===== src/rtl/sm83_regpair_file.sv =====
// sm83_regpair_file: parametrised byte/pair register file with synchronous
// reset, optional write-through bypass on the read ports, and a three-state
// IDU sequencer that increments/decrements a pair low byte first, then the
// high byte with the registered carry/borrow.
module sm83_regpair_file #(
  parameter int unsigned   DW        = 8,
  parameter int unsigned   NPAIRS    = 4,
  parameter int unsigned   RPORTS    = 2,
  parameter int unsigned   BYPASS    = 0,
  parameter logic [DW-1:0] RESET_VAL = '0,
  localparam int unsigned  BSW       = $clog2(2 * NPAIRS),
  localparam int unsigned  PSW       = (NPAIRS > 1) ? $clog2(NPAIRS) : 1
) (
  input  logic                  CLK,
  input  logic                  SYNC_RES,
  input  logic                  wr_en,
  input  logic [BSW-1:0]        wr_sel,
  input  logic [DW-1:0]         wr_data,
  input  logic                  pw_en,
  input  logic [PSW-1:0]        pw_sel,
  input  logic [2*DW-1:0]       pw_data,
  input  logic [RPORTS*BSW-1:0] rd_sel,
  output logic [RPORTS*DW-1:0]  rd_data,
  input  logic [PSW-1:0]        pr_sel,
  output logic [2*DW-1:0]       pr_data,
  input  logic                  idu_start,
  input  logic [PSW-1:0]        idu_sel,
  input  logic                  idu_dec,
  output logic                  idu_busy,
  output logic                  idu_done,
  output logic [2*DW-1:0]       idu_result
);

  localparam int unsigned NREG = 2 * NPAIRS;

  typedef enum logic [1:0] {
    IDU_IDLE,
    IDU_LOW,
    IDU_HIGH
  } idu_state_e;

  logic [DW-1:0]   regs_q [NREG];
  logic [DW-1:0]   regs_d [NREG];
  logic [DW-1:0]   view   [NREG];

  idu_state_e      state_q, state_d;
  logic [DW-1:0]   snap_lo_q, snap_lo_d;
  logic [DW-1:0]   snap_hi_q, snap_hi_d;
  logic [PSW-1:0]  tgt_q, tgt_d;
  logic            dec_q, dec_d;
  logic            carry_q, carry_d;
  logic [2*DW-1:0] result_q, result_d;
  logic            done_q, done_d;

  logic [DW-1:0]   idu_op_lo, idu_op_hi;
  logic [DW-1:0]   lo_new, hi_new;
  logic            commit_en, commit_hi;
  logic [DW-1:0]   commit_val;

  // Operand fetch for a starting IDU op: the addressed pair straight from storage.
  always_comb begin
    idu_op_lo = '0;
    idu_op_hi = '0;
    for (int unsigned p = 0; p < NPAIRS; p++) begin
      if (32'(idu_sel) == p) begin
        idu_op_lo = regs_q[2*p];
        idu_op_hi = regs_q[2*p+1];
      end
    end
  end

  // IDU byte arithmetic on the snapshot; carry is the registered low-byte carry/borrow.
  always_comb begin
    lo_new = dec_q ? (snap_lo_q - DW'(1)) : (snap_lo_q + DW'(1));
    hi_new = dec_q ? (snap_hi_q - DW'(carry_q)) : (snap_hi_q + DW'(carry_q));
  end

  // IDU next-state and byte-commit selection.
  always_comb begin
    state_d    = state_q;
    snap_lo_d  = snap_lo_q;
    snap_hi_d  = snap_hi_q;
    tgt_d      = tgt_q;
    dec_d      = dec_q;
    carry_d    = carry_q;
    result_d   = result_q;
    done_d     = 1'b0;
    commit_en  = 1'b0;
    commit_hi  = 1'b0;
    commit_val = '0;
    case (state_q)
      IDU_IDLE: begin
        if (idu_start) begin
          state_d   = IDU_LOW;
          snap_lo_d = idu_op_lo;
          snap_hi_d = idu_op_hi;
          tgt_d     = idu_sel;
          dec_d     = idu_dec;
        end
      end
      IDU_LOW: begin
        state_d    = IDU_HIGH;
        commit_en  = 1'b1;
        commit_val = lo_new;
        carry_d    = dec_q ? (snap_lo_q == '0) : (snap_lo_q == '1);
      end
      IDU_HIGH: begin
        state_d    = IDU_IDLE;
        commit_en  = 1'b1;
        commit_hi  = 1'b1;
        commit_val = hi_new;
        result_d   = {hi_new, lo_new};
        done_d     = 1'b1;
      end
      default: state_d = IDU_IDLE;
    endcase
  end

  // Storage update: byte write, then pair write (wins on overlap), then IDU commit
  // (wins over both). Selects matching no register write nothing.
  always_comb begin
    for (int unsigned i = 0; i < NREG; i++) begin
      regs_d[i] = regs_q[i];
      if (wr_en && (32'(wr_sel) == i)) begin
        regs_d[i] = wr_data;
      end
      if (pw_en && (32'(pw_sel) == i / 2)) begin
        regs_d[i] = (i % 2 == 1) ? pw_data[2*DW-1:DW] : pw_data[DW-1:0];
      end
      if (commit_en && (32'(tgt_q) == i / 2) && ((i % 2 == 1) == commit_hi)) begin
        regs_d[i] = commit_val;
      end
    end
  end

  // Read view: storage, optionally overlaid with this cycle's external writes.
  always_comb begin
    for (int unsigned i = 0; i < NREG; i++) begin
      view[i] = regs_q[i];
      if (BYPASS != 0) begin
        if (wr_en && (32'(wr_sel) == i)) begin
          view[i] = wr_data;
        end
        if (pw_en && (32'(pw_sel) == i / 2)) begin
          view[i] = (i % 2 == 1) ? pw_data[2*DW-1:DW] : pw_data[DW-1:0];
        end
      end
    end
  end

  // Asynchronous byte and pair read muxes.
  always_comb begin
    rd_data = '0;
    pr_data = '0;
    for (int unsigned k = 0; k < RPORTS; k++) begin
      for (int unsigned i = 0; i < NREG; i++) begin
        if (32'(rd_sel[k*BSW +: BSW]) == i) begin
          rd_data[k*DW +: DW] = view[i];
        end
      end
    end
    for (int unsigned p = 0; p < NPAIRS; p++) begin
      if (32'(pr_sel) == p) begin
        pr_data = {view[2*p+1], view[2*p]};
      end
    end
  end

  // State registers; reset overrides every write and start in the same cycle.
  always_ff @(posedge CLK) begin
    if (SYNC_RES) begin
      for (int unsigned i = 0; i < NREG; i++) begin
        regs_q[i] <= RESET_VAL;
      end
      state_q   <= IDU_IDLE;
      snap_lo_q <= '0;
      snap_hi_q <= '0;
      tgt_q     <= '0;
      dec_q     <= 1'b0;
      carry_q   <= 1'b0;
      result_q  <= '0;
      done_q    <= 1'b0;
    end else begin
      for (int unsigned i = 0; i < NREG; i++) begin
        regs_q[i] <= regs_d[i];
      end
      state_q   <= state_d;
      snap_lo_q <= snap_lo_d;
      snap_hi_q <= snap_hi_d;
      tgt_q     <= tgt_d;
      dec_q     <= dec_d;
      carry_q   <= carry_d;
      result_q  <= result_d;
      done_q    <= done_d;
    end
  end

  assign idu_busy   = (state_q != IDU_IDLE);
  assign idu_done   = done_q;
  assign idu_result = result_q;

endmodule

===== config.mk =====
export PLATFORM = sky130hd
export DESIGN_NAME = sm83_regpair_file
export DESIGN_NICKNAME = d
export VERILOG_FILES = /design/src/rtl/sm83_regpair_file.sv
export SDC_FILE = /design/constraint.sdc
export NUM_CORES = 1
export LEC_CHECK = 0
export ABC_AREA = 0
export ABC_CLOCK_PERIOD_IN_PS = 2500
export CAP_MARGIN = 20
export CORE_UTILIZATION = 40
export DETAILED_ROUTE_END_ITERATION = 12
export DONT_BUFFER_PORTS = 1
export PLACE_DENSITY = 0.54
export SETUP_SLACK_MARGIN = 0.02
export SLEW_MARGIN = 20
export SYNTH_ARGS = -nofsm -noshare
export SYNTH_HDL_FRONTEND = slang
export SYNTH_SLANG_ARGS = --single-unit

===== constraint.sdc =====
create_clock -name CLK -period 2.5 [get_ports CLK]
set_input_delay 0.5 -clock CLK [delete_from_list [all_inputs] [get_ports CLK]]
set_output_delay 0.5 -clock CLK [all_outputs]
set_load 0.005 [all_outputs]

## Word-level counts from Yosys, hierarchy flattened

Memory sizes are Yosys's and may differ from the RTL's.
Index checks and enable logic that the tools add are counted.

- Add/subtract/negate cells: 4
- Multiplexer cells: 71
- Equality and inequality tests: 37
- Reduce and logical (&&, ||, !) cells: 36
- Bitwise operators: 9

Operators by type and width:

| kind | count |
|---|---|
| $mux 8 | 58 |
| $mux 16 | 4 |
| $eq 3x3->1 const B | 12 |
| $logic_and 1x1->1 | 24 |
| $eq 2x2->1 const B | 9 |
| $eq 3x2->1 const B | 6 |
| $pmux 8 s2 | 1 |
| $eq 2x1->1 const B | 5 |
| $logic_not 2->1 | 5 |
| $eq 3x1->1 const B | 3 |
| $logic_not 3->1 | 3 |
| $add 8x1->8 | 1 |
| $add 8x1->8 const B | 1 |
| $eq 8x8->1 const B | 1 |
| $logic_not 8->1 | 1 |
| $or 1x1->1 | 8 |
| $sub 8x1->8 | 1 |
| $sub 8x1->8 const B | 1 |
| $mux 1 | 6 |
| $pmux 2 s2 | 1 |
| $mux 2 | 1 |
| $ne 2x2->1 const B | 1 |
| $reduce_and 2->1 | 1 |
| $reduce_bool 2->1 | 1 |
| 2 further kinds | 2 |

- Bits in writable memories: 64
- Bits in registers: 39
- Input bits: 45
- Output and inout port bits: 50
- Memories kept: 1
- Logic and storage cells: 166

Memories:

| name | words | width | read ports | clocked after memory_dff | wr ports | RTL line | RTL |
|---|---|---|---|---|---|---|---|
| regs_q | 8 | 8 | 8 | 0 | 8 | 42 | `logic [DW-1:0] regs_q [NREG];` |

## Logic depth before layout (Yosys ltp)

Gate-level depths: netlist of the first run.

- Word-level depth: 9
- Gate-level depth with buffers: 10
- Mapped depth without buffers: 10

## Worst setup path before layout of the first run

OpenSTA, ideal clock, no wires.

- Kind: reg-to-reg
- Start: register dec_q
- End: memory regs_q[2][7], in the netlist regs_q[0][23]
- Data required time: 2.416 ns
- Clock period less this slack: 2.374 ns
- Setup time: 0.084 ns
- Path slack: 0.126 ns
- Buffers on the path: 0
- Cell stages (with the launch flop): 9
- Data arrival time: 2.290 ns
- Cell sequence: dfxtp_1 -> nand2b_1 -> ha_1 -> o21ai_1 -> a21oi_1 -> a41oi_1 -> mux2i_1 -> a21oi_4 -> o31ai_2

RTL lines:

| what | RTL line | RTL |
|---|---|---|
| start: declaration | 50 | `logic dec_q, dec_d;` |
| start signal: assignment | 179 | `dec_q <= 1'b0;` |
| start signal: assignment | 191 | `dec_q <= dec_d;` |
| end: declaration | 42 |  |

==> results of run 1 <==
-- registers in the layout, indices dropped and copies added (netlist names) --
name / count
carry_q: 1
dec_q: 1
idu_done: 1
idu_result: 16
regs_q: 64
snap_hi_q: 8
snap_lo_q: 8
state_q: 2
tgt_q: 2
-- cell type report --
| cell class | instances | area (um^2) | area share (%) |
|---|---|---|---|
| Sequential cell | 103 | 2060 | 24.0 |
| Multi-Input combinational cell | 724 | 5390 | 62.6 |
| Clock inverter | 5 | 105 | 1.22 |
| Timing Repair Buffer | 57 | 428 | 4.97 |
| Inverter | 16 | 60.1 | 0.698 |
| Clock buffer | 11 | 243 | 2.82 |
| Tap cell | 260 | 325 | 3.78 |
-- final timing paths --
check / startpoint / to / slack (ns) / cells past startpoint
max: dec_q / regs_q[1][21] / 0.1 / 9
min: SYNC_RES / regs_q[1][1] / 0.21 / 1
max reg2reg: dec_q / regs_q[1][21] / 0.1 / 9
min reg2reg: snap_hi_q[0] / snap_hi_q[0] / 0.47 / 2
-- metal layers --
metal / vias up / GRT usage, % / part of all wire, %
met2: 398 / 39.1 / 41
li1: 3397 / - / -
met5: - / 0 / 0
met1: 3581 / 44.6 / 46
met3: 26 / 7.53 / 12
met4: 0 / 6.96 / 1.3
-- placed cells by master (no fill, tap or decap), drive strengths merged, types with 12 or more instances in the layout --
cell type and n:
a21oi 95, inv 15, mux4 52, buf 57
o22ai 21, mux2i 59, ha 17, nor3 15
nor2b 17, a211oi 35, dfxtp 103, nand2 119
o211ai 12, nor2 122, o21ai 29
-- where the power goes --
part,switching (mW),internal [mW],leakage [nW]
logic,0.775,0.646,2.20
clock network,0.682,1.01,0.162
registers,0.191,1.76,0.841
total,1.65,3.41,3.20
-- metrics by stage --
step | total power [mW] | instance area (um^2) | util [%] | setup WS (ns) | hold WS, ns
final | 5.06 | 8610 | 45.6 | 0.0974 | 0.210
after global routing | 5.27 | 8610 | 45.6 | 0.00701 | 0.195
after CTS | 5.02 | 8570 | 45.4 | 0.0488 | 0.204
after detailed placement | 3.34 | 8220 | 43.5 | 0.0410 | 0.453
after global placement | 3.35 | 8220 | 43.5 | 0.0413 | 0.444
after floorplan | 2.96 | 7800 | - | 0.126 | 0.436
-- cell families (layout without fill, tap and decap cells) --
group,count (synthesis),after routing,share of synthesized area (%)
mux,116,116,23.3
fa+ha+maj,19,19,3.24
buf+inv,92,89,5.23
compound gates,246,246,20.8
simple gates,335,335,20.2
xor+xnor,8,8,0.898
flops,103,103,26.4
-- repair_timing --
action | 4_1_cts | 5_1_grt
hold buffers | 0 | 0
setup buffers | 0 | 1
setup endpoints to repair | 2 | 29
gates resized for setup | 2 | 10
pin swaps | 1 | 2
==> results.ini, run 1 <==
[worst_setup_path]
crit_path_start_kind = flop
cp_max_fo = 11
worstPathArrival_ns = 2.66
cpLargestDelayFamily = simple AND/OR/NAND/NOR gates
max_stage_delay_ns = 0.45
crit_buf_inv = 2
crit_type = reg -> reg
critPathSlowestCell = nor4_1
end_kind = flop
cp_cell_sequence = buf_4 > ha_1 > a211oi_4 > nor4_1 > nor4_1 > buf_4 > nand2_2 > a21oi_1 > nor2_1
critPathRequiredTime_ns = 2.76

[sta]
tns_ns = 0
slew_headroom_pct = 47.7
setup_viol = 0
fin_crit_ns = 2.40
tightest_slew_ns = 0.782
finalCritPeriodShare_pct = 96.1
fin_worst_skew_ns = 0.00770
clock.fmax_mhz = 416
slew_violations = 0
hold_viol = 0
rsz0062_at_grt = true

[routing]
drc_errors = 0
ant_nets = 0
wl_per_cell_um = 24.2
dr.pass1.iters = 5
routed_wirelength_mm = 28.4
drt-initial-drc-count = 785
vias_per_cell = 6.29
via_count = 7402

[yosys]
synthFlopType = dfxtp_1
synth_cell_type_count = 79
synthTopCellsByCount = nor2_1, nand2_1, dfxtp_1
synth_nets = 983
synthMostInstantiatedCell = nor2_1
ys.warnings.count = 0
synth_seq_cells = 103
synth_seq_area_share_pct = 26.4
synth_top_area_share_pct = 26.4
synth_edf_count = 0
synthArstFlopShare_pct = 0
ys_top_cells_by_area = dfxtp_1, mux4_2, mux2i_1
syn_inst = 919
synth.avg_cell_area_um2 = 8.49
synth_top_cell_by_area = dfxtp_1
syn_area_um2 = 7800

[clocking]
clk_root_buffer_cell = clkbuf_16
clk_pin_slew_ns = 0.08
cts_buffers = 9
cts_tree = yes
clockBufferDepth = 2
clkLatencyLatePin_ns = 0.36
htreeDepth = 3
cts.sinks = 103

[floorplanning]
core_area_um2 = 18900
rows = 50
die_y_um = 142
dieArea_um2 = 20100
chipWidth_um = 142
start_util_pct = 41.3
ios = 95

[run_status]
status = finished clean

[final_layout]
nets = 975
final_cells = 1176
drive_above_1_share_pct = 17.2
antenna_cells = 0
area_growth_syn_to_layout_pct = 10.3
fillers = 1908

[power_and_ir_drop]
power_density_nw_per_um2 = 588
p_leak_nw = 3.20
peakVddDrop_uv = 340

[placed_design]
port_buffers = 0
dp.cells = 1159
routabilityCongestion = 0.913
hpwl_mm = 21.3

[global_route]
antenna_found_initial = 0
grt_overflow_total = 0
grt_max_degree = 103
first_global_vias = 6721
grt_pass1_wl_mm = 42.8
grt_usage_pct = 28.9

[run]
cap_violations = 0

[min_path]
hp-class = in -> reg

No activity file was read; power rests on OpenSTA's default activity.
==> run 2: changes to the inputs <==
CORE_ASPECT_RATIO = 2   (was not set)
CORE_UTILIZATION = 38   (was 40)
PLACE_DENSITY = 0.52   (was 0.54)
==> run 2 against run 1 <==
Compared with the run above:
- non-clock buffer count rose by 5
- die area up 5.4%
- count of clock-buffer cells in the layout is 1 lower
- core utilization down 2.4 points
- cell area up 0.41%
- sequential power barely moved
- global-route usage grew 1.3 points
- final cell count grew 0.60%
- first-iteration DRC count shrank 31%
- worst setup slack better by 0.070 ns
==> results.ini, run 2 (synthesis gave the netlist of run 1 again) <==
[final_layout]
area_growth_syn_to_layout_pct = 10.8
multiInputGateArea_um2 = 5420
drive_above_1_share_pct = 18.2
fillers = 2010
largest_reg_flops = 64
antenna_cells = 0
layout_commonest_cell = nor2_1
seq_area_um2 = 2060
final_cell_mix = nor2_1, nand2_1, dfxtp_1
top_register = regs_q
nets = 980
final_cells = 1183

[global_route]
grt_overflow_total = 0
antenna_found_initial = 0
first_global_vias = 7472
grt_pass1_wl_mm = 46.0
grt_usage_pct = 30.2
grt_max_degree = 103

[worst_setup_path]
r2r_setup_slack_ns = 0.17
reg2reg_from = dec_q
worstPathArrival_ns = 2.59
crit_type = reg -> reg
crit_path_start_kind = flop
worst_r2r_path_depth = 7
crit_buf_inv = 1
cp_cell_sequence = buf_4 > fa_1 > a211oi_2 > nor2_1 > o32ai_4 > nand2_2 > a2111oi_2
critPathSlowestCell = fa_1
cpLargestDelayFamily = compound AO/OA/AOI/OAI gates
r2r_end = regs_q[0][12]
critPathRequiredTime_ns = 2.76
max_stage_delay_ns = 0.44
end_kind = flop
cp_max_fo = 11
crit_path_start = dec_q

[sta]
slew_headroom_pct = 55.6
setup_viol = 0
tns_ns = 0
fin_worst_skew_ns = 0.0101
hold_viol = 0
finalCritPeriodShare_pct = 93.3
slew_violations = 0
rsz0062_at_grt = true
hold-worst-slack_ns = 0.217
tightest_slew_ns = 0.665
fin_crit_ns = 2.33
clock.fmax_mhz = 429

[power_and_ir_drop]
p_leak_nw = 3.21
power_density_nw_per_um2 = 565
peakVddDrop_uv = 299

[placed_design]
dp.cells = 1167
port_buffers = 0
routabilityCongestion = 0.952
hpwl_mm = 23.3

[floorplanning]
start_util_pct = 39.0
ios = 95
die_y_um = 205
core_area_um2 = 20000
chipWidth_um = 103
dieArea_um2 = 21200
rows = 73

[min_path]
hold-path-endpoint = regs_q[1][29]
hold_path_depth = 1
hp-start = SYNC_RES
hp-class = in -> reg

[routing]
dr.pass1.iters = 5
vias_per_cell = 6.27
wl_per_cell_um = 26.0
routed_wirelength_mm = 30.8
drc_errors = 0
ant_nets = 0
via_count = 7420
drt-initial-drc-count = 544

[run_status]
status = finished clean

[clocking]
clk_root_buffer_cell = clkbuf_16
cts_tree = yes
cts-hold-fix-buffers = 0
cts.sinks = 103
clkLatencyLatePin_ns = 0.36
htreeDepth = 3
clk_pin_slew_ns = 0.07
cts_buffers = 9
post_cts_buffers = 0
clockBufferDepth = 2

[run]
cap_violations = 0

[run 2: cell types whose count changed in the layout (fill, tap and decap cells not counted), moves of 2 or more]
cell,previous run,this run
buf_4,57,62
bufinv_16,3,1
clkinv_2,0,2
nor4_1,3,1
nor4_2,0,2
[run 2: what timing repair did]
action | 4_1_cts | 5_1_grt
gates resized for setup | 1 | 14
setup endpoints to repair | 8 | 32
pin swaps | 0 | 2
endpoints found under the hold margin | 0 | 0
[run 2: worst register-to-register path: stages, from the launching register on]
cell and delay (ns):
dfxtp_1 0.32, buf_4 0.18, fa_1 0.45, a211oi_2 0.27, nor2_1 0.17, o32ai_4 0.36
nand2_2 0.13, a2111oi_2 0.36
[run 2: area by class of cell]
type	instances	area share (%)
Multi-Input combinational cell	724	62.7
Inverter	16	0.738
Clock buffer	10	2.76
Sequential cell	103	23.9
Clock inverter	6	0.782
Tap cell	262	3.79
Timing Repair Buffer	62	5.38
[run 2: metrics by stage]
stage / total power, mW / setup slack (ns) / cell area (um^2) / utilization (%)
final: 4.88 / 0.167 / 8640 / 43.2
after global routing: 5.10 / -0.000778 / 8640 / 43.2
after CTS: 4.87 / 0.0183 / 8580 / 42.9
after detailed placement: 3.35 / -0.0974 / 8270 / 41.3
after global placement: 3.35 / -0.0375 / 8270 / 41.3
after floorplan: 2.96 / 0.126 / 7800 / -
[run 2: worst max path at each step]
stage                     to  cells after the start
2_1_floorplan  regs_q[0][23]                      8
3_3_place_gp   regs_q[1][21]                     10
3_5_place_dp   regs_q[0][13]                     10
4_1_cts         regs_q[0][7]                      9
5_1_grt        regs_q[0][12]                      8
6_report       regs_q[0][12]                      7
[run 2: power breakdown]
| group | total (mW) | switching (mW) | internal [mW] |
|---|---|---|---|
| Combinational | 1.42 | 0.775 | 0.649 |
| Clock | 1.52 | 0.710 | 0.813 |
| Sequential | 1.93 | 0.174 | 1.76 |
| Total | 4.88 | 1.66 | 3.22 |
[run 2: metal layers]
layer / GRT usage [%] / routed length, um / up-vias
met2: 55.3 / 16700 / 289
met1: 29.9 / 10400 / 3626
li1: - / - / 3395
met5: 0 / 0 / -
met3: 4.88 / 1450 / 110
met4: 20.7 / 2250 / 0
==> run 3: changes to the inputs <==
GPL_TIMING_DRIVEN = 1   (was not set)
==> results of run 3 <==
The final DEF is identical to that of run 2; final timing and power are the same.
